$ cat config.mk
export PLATFORM = sky130hd
export DESIGN_NAME = i2c_cfg_arbiter
export DESIGN_NICKNAME = d
export VERILOG_FILES = /design/src/rtl/i2c_cfg_arbiter.sv
export SDC_FILE = /design/constraint.sdc
export NUM_CORES = 1
export LEC_CHECK = 0
export ABC_AREA = 1
export BUFFER_PORTS_ARGS = -buffer_cell sky130_fd_sc_hd__buf_2
export CAP_MARGIN = 20
export CORE_MARGIN = 5
export CORE_UTILIZATION = 40
export DETAILED_ROUTE_END_ITERATION = 8
export PLACE_DENSITY = 0.6
export SYNTH_ARGS = -nofsm -noshare
export SYNTH_HDL_FRONTEND = slang
export SYNTH_SLANG_ARGS = --single-unit
export TNS_END_PERCENT = 1
$ cat constraint.sdc
create_clock -name clk -period 2.1 [get_ports clk]
set_input_delay 0.21 -clock clk [delete_from_list [all_inputs] [get_ports clk]]
set_output_delay 0.21 -clock clk [all_outputs]
set_load 0.005 [all_outputs]
$ cat src/rtl/i2c_cfg_arbiter.sv
// Codec config arbiter: replays a fixed init table into the i2c generator,
// then shares it round-robin between NREQ requesters with a hung-transfer timeout.
module i2c_cfg_arbiter #(
  parameter int NREQ     = 2,
  parameter int INIT_LEN = 4,
  parameter int TIMEOUT  = 65535
) (
  input  logic                 clk,
  input  logic                 reset,
  input  logic                 gen_ready,
  output logic                 gen_load,
  output logic [15:0]          gen_data,
  input  logic [NREQ-1:0]      req,
  input  logic [16*NREQ-1:0]   req_data,
  output logic [NREQ-1:0]      ack,
  output logic                 init_done,
  output logic                 busy,
  output logic                 timeout
);
  localparam int RW = (NREQ > 1) ? $clog2(NREQ) : 1;
  localparam int IW = (INIT_LEN > 1) ? $clog2(INIT_LEN) : 1;
  localparam logic [15:0]   TMAX      = 16'(TIMEOUT);
  localparam logic [IW-1:0] INIT_LAST = IW'(INIT_LEN - 1);

  typedef enum logic [1:0] {S_INIT, S_HOLD, S_WAIT, S_IDLE} state_t;

  state_t         state, state_nxt;
  logic [IW-1:0]  init_idx;
  logic [RW-1:0]  rr_ptr, rr_nxt, grant_idx;
  logic           grant_vld;
  logic [15:0]    timer;
  logic           load_nxt;
  logic [15:0]    data_nxt;
  logic [NREQ-1:0] ack_nxt, req_eff;

  // Entries are {reg_addr[6:0], reg_val[8:0]}.
  function automatic logic [15:0] init_word(input logic [IW-1:0] i);
    case (int'(i))
      0:       init_word = {7'h0F, 9'h000};
      1:       init_word = {7'h06, 9'h00E};
      2:       init_word = {7'h04, 9'h00A};
      3:       init_word = {7'h09, 9'h001};
      default: init_word = 16'h0000;
    endcase
  endfunction

  assign busy    = (state != S_IDLE);
  assign req_eff = init_done ? req : '0;

  // Round-robin search starting at rr_ptr, wrapping NREQ-1 -> 0.
  always_comb begin
    int j;
    grant_vld = 1'b0;
    grant_idx = '0;
    rr_nxt    = rr_ptr;
    for (int k = 0; k < NREQ; k++) begin
      j = int'(rr_ptr) + k;
      if (j >= NREQ) j = j - NREQ;
      if (!grant_vld && req_eff[j]) begin
        grant_vld = 1'b1;
        grant_idx = RW'(j);
      end
    end
    j = int'(grant_idx) + 1;
    if (j >= NREQ) j = 0;
    rr_nxt = RW'(j);
  end

  always_ff @(posedge clk) begin
    if (reset) state <= S_INIT;
    else       state <= state_nxt;
  end

  always_comb begin
    state_nxt = state;
    case (state)
      S_INIT: if (gen_ready) state_nxt = S_HOLD;
      S_HOLD: state_nxt = S_WAIT;
      S_WAIT: begin
        if (gen_ready)
          state_nxt = (!init_done && init_idx != INIT_LAST) ? S_INIT : S_IDLE;
        else if (timer == TMAX)
          state_nxt = S_IDLE;
      end
      S_IDLE: if (gen_ready && grant_vld) state_nxt = S_HOLD;
      default: state_nxt = S_INIT;
    endcase
  end

  // Next values for the registered load/data/ack outputs.
  always_comb begin
    load_nxt = 1'b0;
    data_nxt = gen_data;
    ack_nxt  = '0;
    if (state == S_INIT && gen_ready) begin
      load_nxt = 1'b1;
      data_nxt = init_word(init_idx);
    end else if (state == S_IDLE && gen_ready && grant_vld) begin
      load_nxt           = 1'b1;
      data_nxt           = req_data[int'(grant_idx)*16 +: 16];
      ack_nxt[grant_idx] = 1'b1;
    end
  end

  always_ff @(posedge clk) begin
    if (reset) begin
      init_idx  <= '0;
      rr_ptr    <= '0;
      timer     <= '0;
      init_done <= 1'b0;
      timeout   <= 1'b0;
      gen_load  <= 1'b0;
      gen_data  <= '0;
      ack       <= '0;
    end else begin
      gen_load <= load_nxt;
      gen_data <= data_nxt;
      ack      <= ack_nxt;
      if (state == S_HOLD)
        timer <= '0;
      else if (state == S_WAIT && timer != 16'hFFFF)
        timer <= timer + 16'd1;
      if (state == S_WAIT) begin
        if (gen_ready) begin
          if (!init_done) begin
            if (init_idx == INIT_LAST) init_done <= 1'b1;
            else                       init_idx  <= init_idx + 1'b1;
          end
        end else if (timer == TMAX) begin
          // An aborted init still releases the requesters.
          timeout   <= 1'b1;
          init_done <= 1'b1;
        end
      end
      if (state == S_IDLE && gen_ready && grant_vld)
        rr_ptr <= rr_nxt;
    end
  end
endmodule

Yosys cells after proc, flatten, opt, wreduce, memory -nomap -nowiden --
Cells that the tools add are included.
Storage, ports and cells: bits in registers 42, input port bits 37, output and inout port bits 22, word-level logic and storage cells 91
Operators by class: add/sub/neg operators 6, order comparisons 7, equality and inequality tests 13, shift operators 1, muxes and demuxes 31, bitwise operators 4, reductions and logical operators 20
Operator list (count):
- $lt 32x3->1 const B | 2
- $mux 32 | 2
- $pmux 16 s4 | 1
- $mux 16 | 2
- $shiftx 32x6->16 | 1
- $mux 1 | 18
- $add 16x1->16 const B | 1
- $eq 16x16->1 const B | 1
- $ne 16x16->1 const B | 1
- $mux 2 | 6
- $eq 2x2->1 const B | 4
- $logic_and 1x1->1 | 8
- $ne 2x2->1 const B | 4
- $pmux 2 s4 | 1
- $reduce_and 3->1 | 2
- $add 1x1->2 const B | 2
- $eq 2x1->1 const B | 2
- $ge 2x2->1 const B | 2
- $logic_not 2->1 | 2
- $not 1->1 | 4
- $reduce_and 4->1 | 1
- $reduce_bool 2->1 | 2
- $ne 3x3->1 const B | 1
- $reduce_or 3->1 | 1
- other kinds (10) | 11

Logic depth before layout (Yosys ltp) --
Gate-level depths: netlist of the first run.
depth after elaboration 13, gate-level depth with buffers 10

Least setup slack after synthesis of the first run --
No wires, ideal clock.
kind reg-to-reg, start register state[0], end register gen_data[6], data arrival time 1.356 ns, required time 2.038 ns, slack 0.682 ns, cell stages (with the launch flop) 9, buffers on the path 1, clock period less this slack 1.418 ns, path through dfxtp_1 > inv_1 > ha_1 > nand2_1 > nand2_1 > inv_1 > buf_6 > nand3_1 > nand3_1
Between the ends: word-level cells in the longest chain between the ends 4
RTL lines:
- start, declared | line 27 | state_t state, state_nxt;
- start signal, assigned | line 71 | else state <= state_nxt;
- $eq 2x2->1 | line 98 | end else if (state == S_IDLE && gen_ready && grant_vld) begin
- $logic_and 1x1->1 (2 in series) | line 98
- $reduce_bool 2->1 (no line)
- end signal, assigned | line 117 | gen_data <= data_nxt;
- end, declared | line 12 | output logic [15:0] gen_data,
Several ways; a longest one is shown, not always the timed one. A chain may end at the register's enable or synchronous reset.

Final worst setup path of the first run --
start register state[0], end register gen_data[1]
The elaborated chain is that of the path after synthesis.

==> impl_metrics.csv, run 1 <==
group,metric,value,unit
yosys,ys_ff_latch,42,
yosys,async_flop_share,0,%
sta,setup_viol,0,
clocking,clk_pin_slew_worst_paths,0.08,ns
pwr,vdd_drop_max,0.428,mV
detailed_routing,vias_per_cell,4.70,
placement,dpl.hpwl,4.29,mm
placement,placed_area,0.00267,sq mm
setup_path,critPathRequiredTime,2.34,ns
cells_and_area,drive_gt1_share,22.1,%
placement,io_buffers,58,
floorplanning,fp-row-count,27,
sta,maxSlewViolCount,0,
setup_path,crit_chain,"inv_1 > ha_1 > nand2_1 > nand2_1 > inv_1 > nand2_1 > nand3_1 > nand2_1 > inv_1",
floorplanning,dieWidth,86.1,microns
cells_and_area,final_cell_area,0.00277,sq mm
cells_and_area,fin_nets,448,
yosys,netlist_top_cells_area,"dfxtp_1, nand2_1, nand3_1",
sta,worstMarginPinSlew,0.510,ns
yosys,synth_simple_gate_area_share,37.0,%
pwr,powerDensity,781,mW/mm^2
clocking,holdBufCountCts,0,
yosys,synthAdderAreaFrac,4.86,%
detailed_routing,postRouteAntennaNets,0,
clocking,cts_setup_buffers,0,
setup_path,crit_fanout,14,
yosys,synth_top_cell_by_area,"dfxtp_1",
yosys,ys.flop_type,"dfxtp_1",
sta,max_freq,0.569,GHz
floorplanning,pin_count,59,
cells_and_area,area_delta_synth_final,19.7,%
detailed_routing,first_pass_iters,4,
floorplanning,start_util,41.5,%
worst_hold_path,hold_class,"in2reg",
sta,finalHoldViolations,0,
clocking,clockBufferDepth,2,
global_routing,grt_overflow,0,
yosys,synth-xor-area-share,1.89,%
cells_and_area,seqCellArea,841,sq um
yosys,synth_area,0.00232,sq mm
yosys,syn_avg_cell_area,6.81,sq um
yosys,synth_most_common_cell,"nand2_1",
global_routing,grt_max_degree,16,
floorplanning,dieArea,0.00741,sq mm
run,drv_cap,0,
yosys,ys_seq_area_share,36.3,%
setup_path,crit_family,"simple AND/OR/NAND/NOR gates",
setup_path,worst-path-buf-inv,3,
clocking,numCtsBuffers,5,
yosys,synthesis.instances,340,
detailed_routing,routed_wl,5.56,mm
clocking,clock_latency,0.29,ns
floorplanning,die_h,86.1,microns
outcome,status,"completed",
detailed_routing,route.vias.total,2232,
cells_and_area,antenna_cells,0,
setup_path,end_kind,"flop",
yosys,syn-num-nets,386,
yosys,yosysTopAreaCellShare,36.3,%
yosys,synth_cell_types,35,
yosys,synthTopCellsByCount,"nand2_1, dfxtp_1, inv_1",
global_routing,gr-usage-all-layers,15.8,%
clocking,cts_tree,"yes",
cells_and_area,multi_input_area,0.00125,sq mm
sta,rsz0062_at_grt,"no",
floorplanning,fp.coreArea,0.00557,sq mm
yosys,synth.area.mux_share,0,%
clocking,htreeDepth,2,
sta,fin_tns_setup,0,ns
placement,place_ws,0.340,ns
setup_path,cpMaxStageDelayCell,"dfxtp_1",
sta,min_period,1.76,ns
clocking,clock-sinks,42,
placement,place.gp.congestion,0.805,
yosys,synth-edff-count,0,
sta,relSlewSlack,66.0,%
cells_and_area,fin_util,49.7,%
global_routing,antenna_found_initial,0,
sta,post-route-period-util,83.6,%
global_routing,grt_pass1_vias,2136,
setup_path,start_kind,"flop",
clocking,cts-root-buf,"clkbuf_8",
detailed_routing,drt_drc_violations_left,0,
setup_path,crit_type,"reg2reg",
cells_and_area,fill_cells,591,
sta,skew,0.00320,ns
global_routing,grt_pass1_wl,9.57,mm
yosys,synth_top_family_by_area,"simple AND/OR/NAND/NOR gates",
yosys,ys_warn_count,0,
pwr,finalPower,2.17,mW
clocking,post_cts_resized,0,
setup_path,path_common_cell,"nand2_1",
detailed_routing,dr.first_iter.drc_count,79,
setup_path,arrival,2.00,ns
pwr,p_leak,1.29,nW
detailed_routing,routedWlPerCell,11.7,microns
sta,setup_slack,0.344,ns
yosys,synth-compound-area-share,10.2,%
setup_path,timing.critical_path.slowest_cell_delay,0.38,ns
-- per-stage QoR --
| stage | instances | hold slack, ns |
|---|---|---|
| 6_report | 475 | 0.115 |
| 5_1_grt | 475 | 0.111 |
| 4_1_cts | 475 | 0.109 |
| 3_5_place_dp | 467 | 0.417 |
| 3_3_place_gp | 467 | 0.410 |
| 2_1_floorplan | 340 | 0.323 |
-- cell usage in the layout, fill, tap and decap left out, types with 2 or more instances in the layout --
cell type / Yosys / routed
clkbuf_8: 0 / 5
xnor2_1: 2 / 2
nand3_1: 36 / 36
nand4_1: 5 / 5
nor2_4: 3 / 3
inv_2: 2 / 2
dfxtp_1: 42 / 42
xor2_1: 3 / 3
nor2_2: 3 / 3
a21oi_1: 15 / 15
o21ai_0: 15 / 15
nand2_2: 4 / 4
ha_1: 9 / 9
clkbuf_1: 2 / 2
nor2_1: 29 / 29
buf_2: 2 / 58
buf_4: 0 / 4
clkinv_1: 2 / 2
inv_1: 40 / 40
a21oi_2: 5 / 5
nor3_1: 4 / 4
nand2_1: 101 / 101
-- metal layers --
layer  GRT usage, %  vias up  share of wire (%)
met5              0        -                  0
met4           3.88        0               0.76
met3           3.84        5                4.7
met2           25.9       37                 46
met1           20.8      983                 49
li1               -     1207                  -
-- worst register-to-register path: cells and delay by family (launching register included) --
family,cells,cell delay [ns]
and+or+nand+nor,5,0.61
DFF,1,0.38
buffers and inverters,3,0.46
adders and majority gates,1,0.26
-- registers in the layout (all words and copies together) (netlist names) --
name and flops:
rr_ptr 1, gen_data 16, timer 16, gen_load 1
ack 2, init_done 1, state 2, timeout 1
init_idx 2
-- power by group --
group	total, mW	internal [mW]	switching [mW]
combinational	0.617	0.221	0.396
sequential	0.922	0.869	0.0533
clock	0.626	0.356	0.271
-- final cells by class --
type | count | share of cell area [%]
multi-input cells | 247 | 45.1
repair buffers | 62 | 11.6
well taps | 72 | 3.25
flip-flops and latches | 42 | 30.3
clock inverters | 1 | 1.08
clock buffers | 7 | 2.75
inverters | 44 | 5.96
-- logic make-up (layout without fill, tap and decap cells) --
family,Yosys count,in the layout
and+or+nand+nor,192,192
buffers and inverters,51,114
xor gates and xnor gates,5,5
AOI/OAI and AO/OA,41,41
adders and majority gates,9,9
DFF,42,42
-- final timing paths --
kind / start / end / slack (ns) / cells past startpoint
min reg2reg: gen_data[10] / gen_data[10] / 0.47 / 2
max: state[0] / gen_data[1] / 0.34 / 9
min: req_data[31] / gen_data[15] / 0.11 / 3
max reg2reg: state[0] / gen_data[1] / 0.34 / 9
Power figures use the tool's default switching activity.
==> inputs of run 2 (changes only) <==
- clock period: 2.1 -> 1.66 ns (I/O delays scaled with it)
==> run 2 against run 1 <==
Sequential power is 26% higher; via count up 2.3%; clock power is 30% higher; register-to-register slack worse by 0.22 ns; hold slack got worse by 0.044 ns; wire length grew 3.3%; utilization increased by 1.5 points; first-iteration DRC count down 6.3%; cell count increased by 1.5%; global-route usage is 0.16 points higher; flip-flop and latch count did not move; highest routed layer unchanged.
==> impl_metrics.csv, run 2 (synthesis results as in run 1) <==
group,metric,value,unit
setup_path,critPathRequiredTime,1.90,ns
setup_path,crit_type,"reg2reg",
clocking,clk_pin_slew_worst_paths,0.08,ns
detailed_routing,routedWlPerCell,11.9,microns
detailed_routing,drt_drc_violations_left,0,
sta,setup_viol,0,
setup_path,end_kind,"flop",
sta,fin_tns_setup,0,ns
sta,relSlewSlack,67.4,%
detailed_routing,postRouteAntennaNets,0,
detailed_routing,first_pass_iters,4,
global_routing,grt_pass1_wl,9.65,mm
placement,placed_area,0.00273,sq mm
floorplanning,pin_count,59,
sta,post-route-period-util,92.3,%
outcome,status,"completed",
detailed_routing,route.vias.total,2283,
detailed_routing,routed_wl,5.74,mm
clocking,numCtsBuffers,5,
floorplanning,fp-row-count,27,
cells_and_area,drive_gt1_share,24.9,%
clocking,htreeDepth,2,
global_routing,antenna_found_initial,0,
global_routing,gr-usage-all-layers,16.0,%
sta,min_period,1.53,ns
clocking,clock-sinks,42,
run,drv_cap,0,
setup_path,arrival,1.77,ns
sta,skew,0.00756,ns
sta,hold_slack,0.0709,ns
detailed_routing,dr.first_iter.drc_count,74,
sta,finalHoldViolations,0,
cells_and_area,antenna_cells,0,
placement,place.gp.congestion,0.829,
cells_and_area,final_common_cell,"nand2_1",
floorplanning,dieWidth,86.1,microns
setup_path,start_kind,"flop",
cells_and_area,final_cell_area,0.00285,sq mm
clocking,clock_latency,0.29,ns
cells_and_area,fin_nets,455,
worst_hold_path,hold_class,"in2reg",
floorplanning,dieArea,0.00741,sq mm
placement,dpl.hpwl,4.52,mm
global_routing,grt_pass1_vias,2164,
global_routing,grt_max_degree,16,
clocking,post_cts_resized,0,
sta,max_freq,0.653,GHz
detailed_routing,vias_per_cell,4.74,
clocking,holdBufCountCts,0,
pwr,powerDensity,1010,mW/mm^2
clocking,cts_setup_buffers,0,
pwr,vdd_drop_max,0.614,mV
pwr,p_leak,1.33,nW
setup_path,crit_fanout,9,
sta,rsz0062_at_grt,"no",
floorplanning,die_h,86.1,microns
cells_and_area,area_delta_synth_final,23.2,%
cells_and_area,final_cell_mix,"nand2_1, buf_2, dfxtp_1",
global_routing,grt_overflow,0,
clocking,clockBufferDepth,2,
sta,maxSlewViolCount,0,
clocking,cts_tree,"yes",
floorplanning,start_util,41.5,%
floorplanning,fp.coreArea,0.00557,sq mm
clocking,cts-root-buf,"clkbuf_8",
cells_and_area,reg_top3,"gen_data: 16 flops, timer: 16 flops",
sta,worstMarginPinSlew,0.488,ns
placement,io_buffers,58,
[run 2: per-layer routing]
layer	track usage [%]	share of wire (%)
met1	20.1	48
met2	27.3	47
met3	3.84	3.9
met4	3.88	0.99
met5	0	0
[run 2: stage by stage]
| step | std cells | worst slack (ns) | power (mW) | util (%) |
|---|---|---|---|---|
| 6_report | 482 | 0.129 | 2.87 | 51.2 |
| 5_1_grt | 482 | 0.000188 | 3.10 | 51.2 |
| 4_1_cts | 482 | 0.0761 | 2.93 | 51.0 |
| 3_5_place_dp | 474 | 0.111 | 2.09 | 49.0 |
| 3_3_place_gp | 474 | 0.123 | 2.08 | 49.0 |
| 2_1_floorplan | 340 | 0.242 | 1.78 | - |
[run 2: final timing paths]
path                                      to    startpoint  slack [ns]  depth (start not counted)
worst max-delay path             gen_data[6]      state[0]        0.13                          7
worst min-delay path            gen_data[15]  req_data[31]        0.07                          3
worst max register to register   gen_data[6]      state[0]        0.13                          7
worst min register to register       timeout       timeout        0.47                          1
[run 2: critical path, stage by stage, from the launching register on]
cell and delay (ns):
dfxtp_1 0.38, ha_1 0.23, nand4_2 0.19, nor2_4 0.19, nand2_2 0.11, nor2_4 0.21
nand2_1 0.08, nand3_1 0.09
[run 2: power by group]
group | leakage (nW) | internal [mW] | switching, mW
clock | 0.0514 | 0.449 | 0.363
combinational | 0.935 | 0.368 | 0.531
sequential | 0.340 | 1.10 | 0.0656
[run 2: final cells by class]
cell class | instances | area, sq um
well taps | 72 | 90.1
fillers | 594 | 2720
clock buffers | 6 | 72.6
repair buffers | 69 | 385
flip-flops and latches | 42 | 841
clock inverters | 2 | 37.5
inverters | 44 | 165
multi-input cells | 247 | 1260
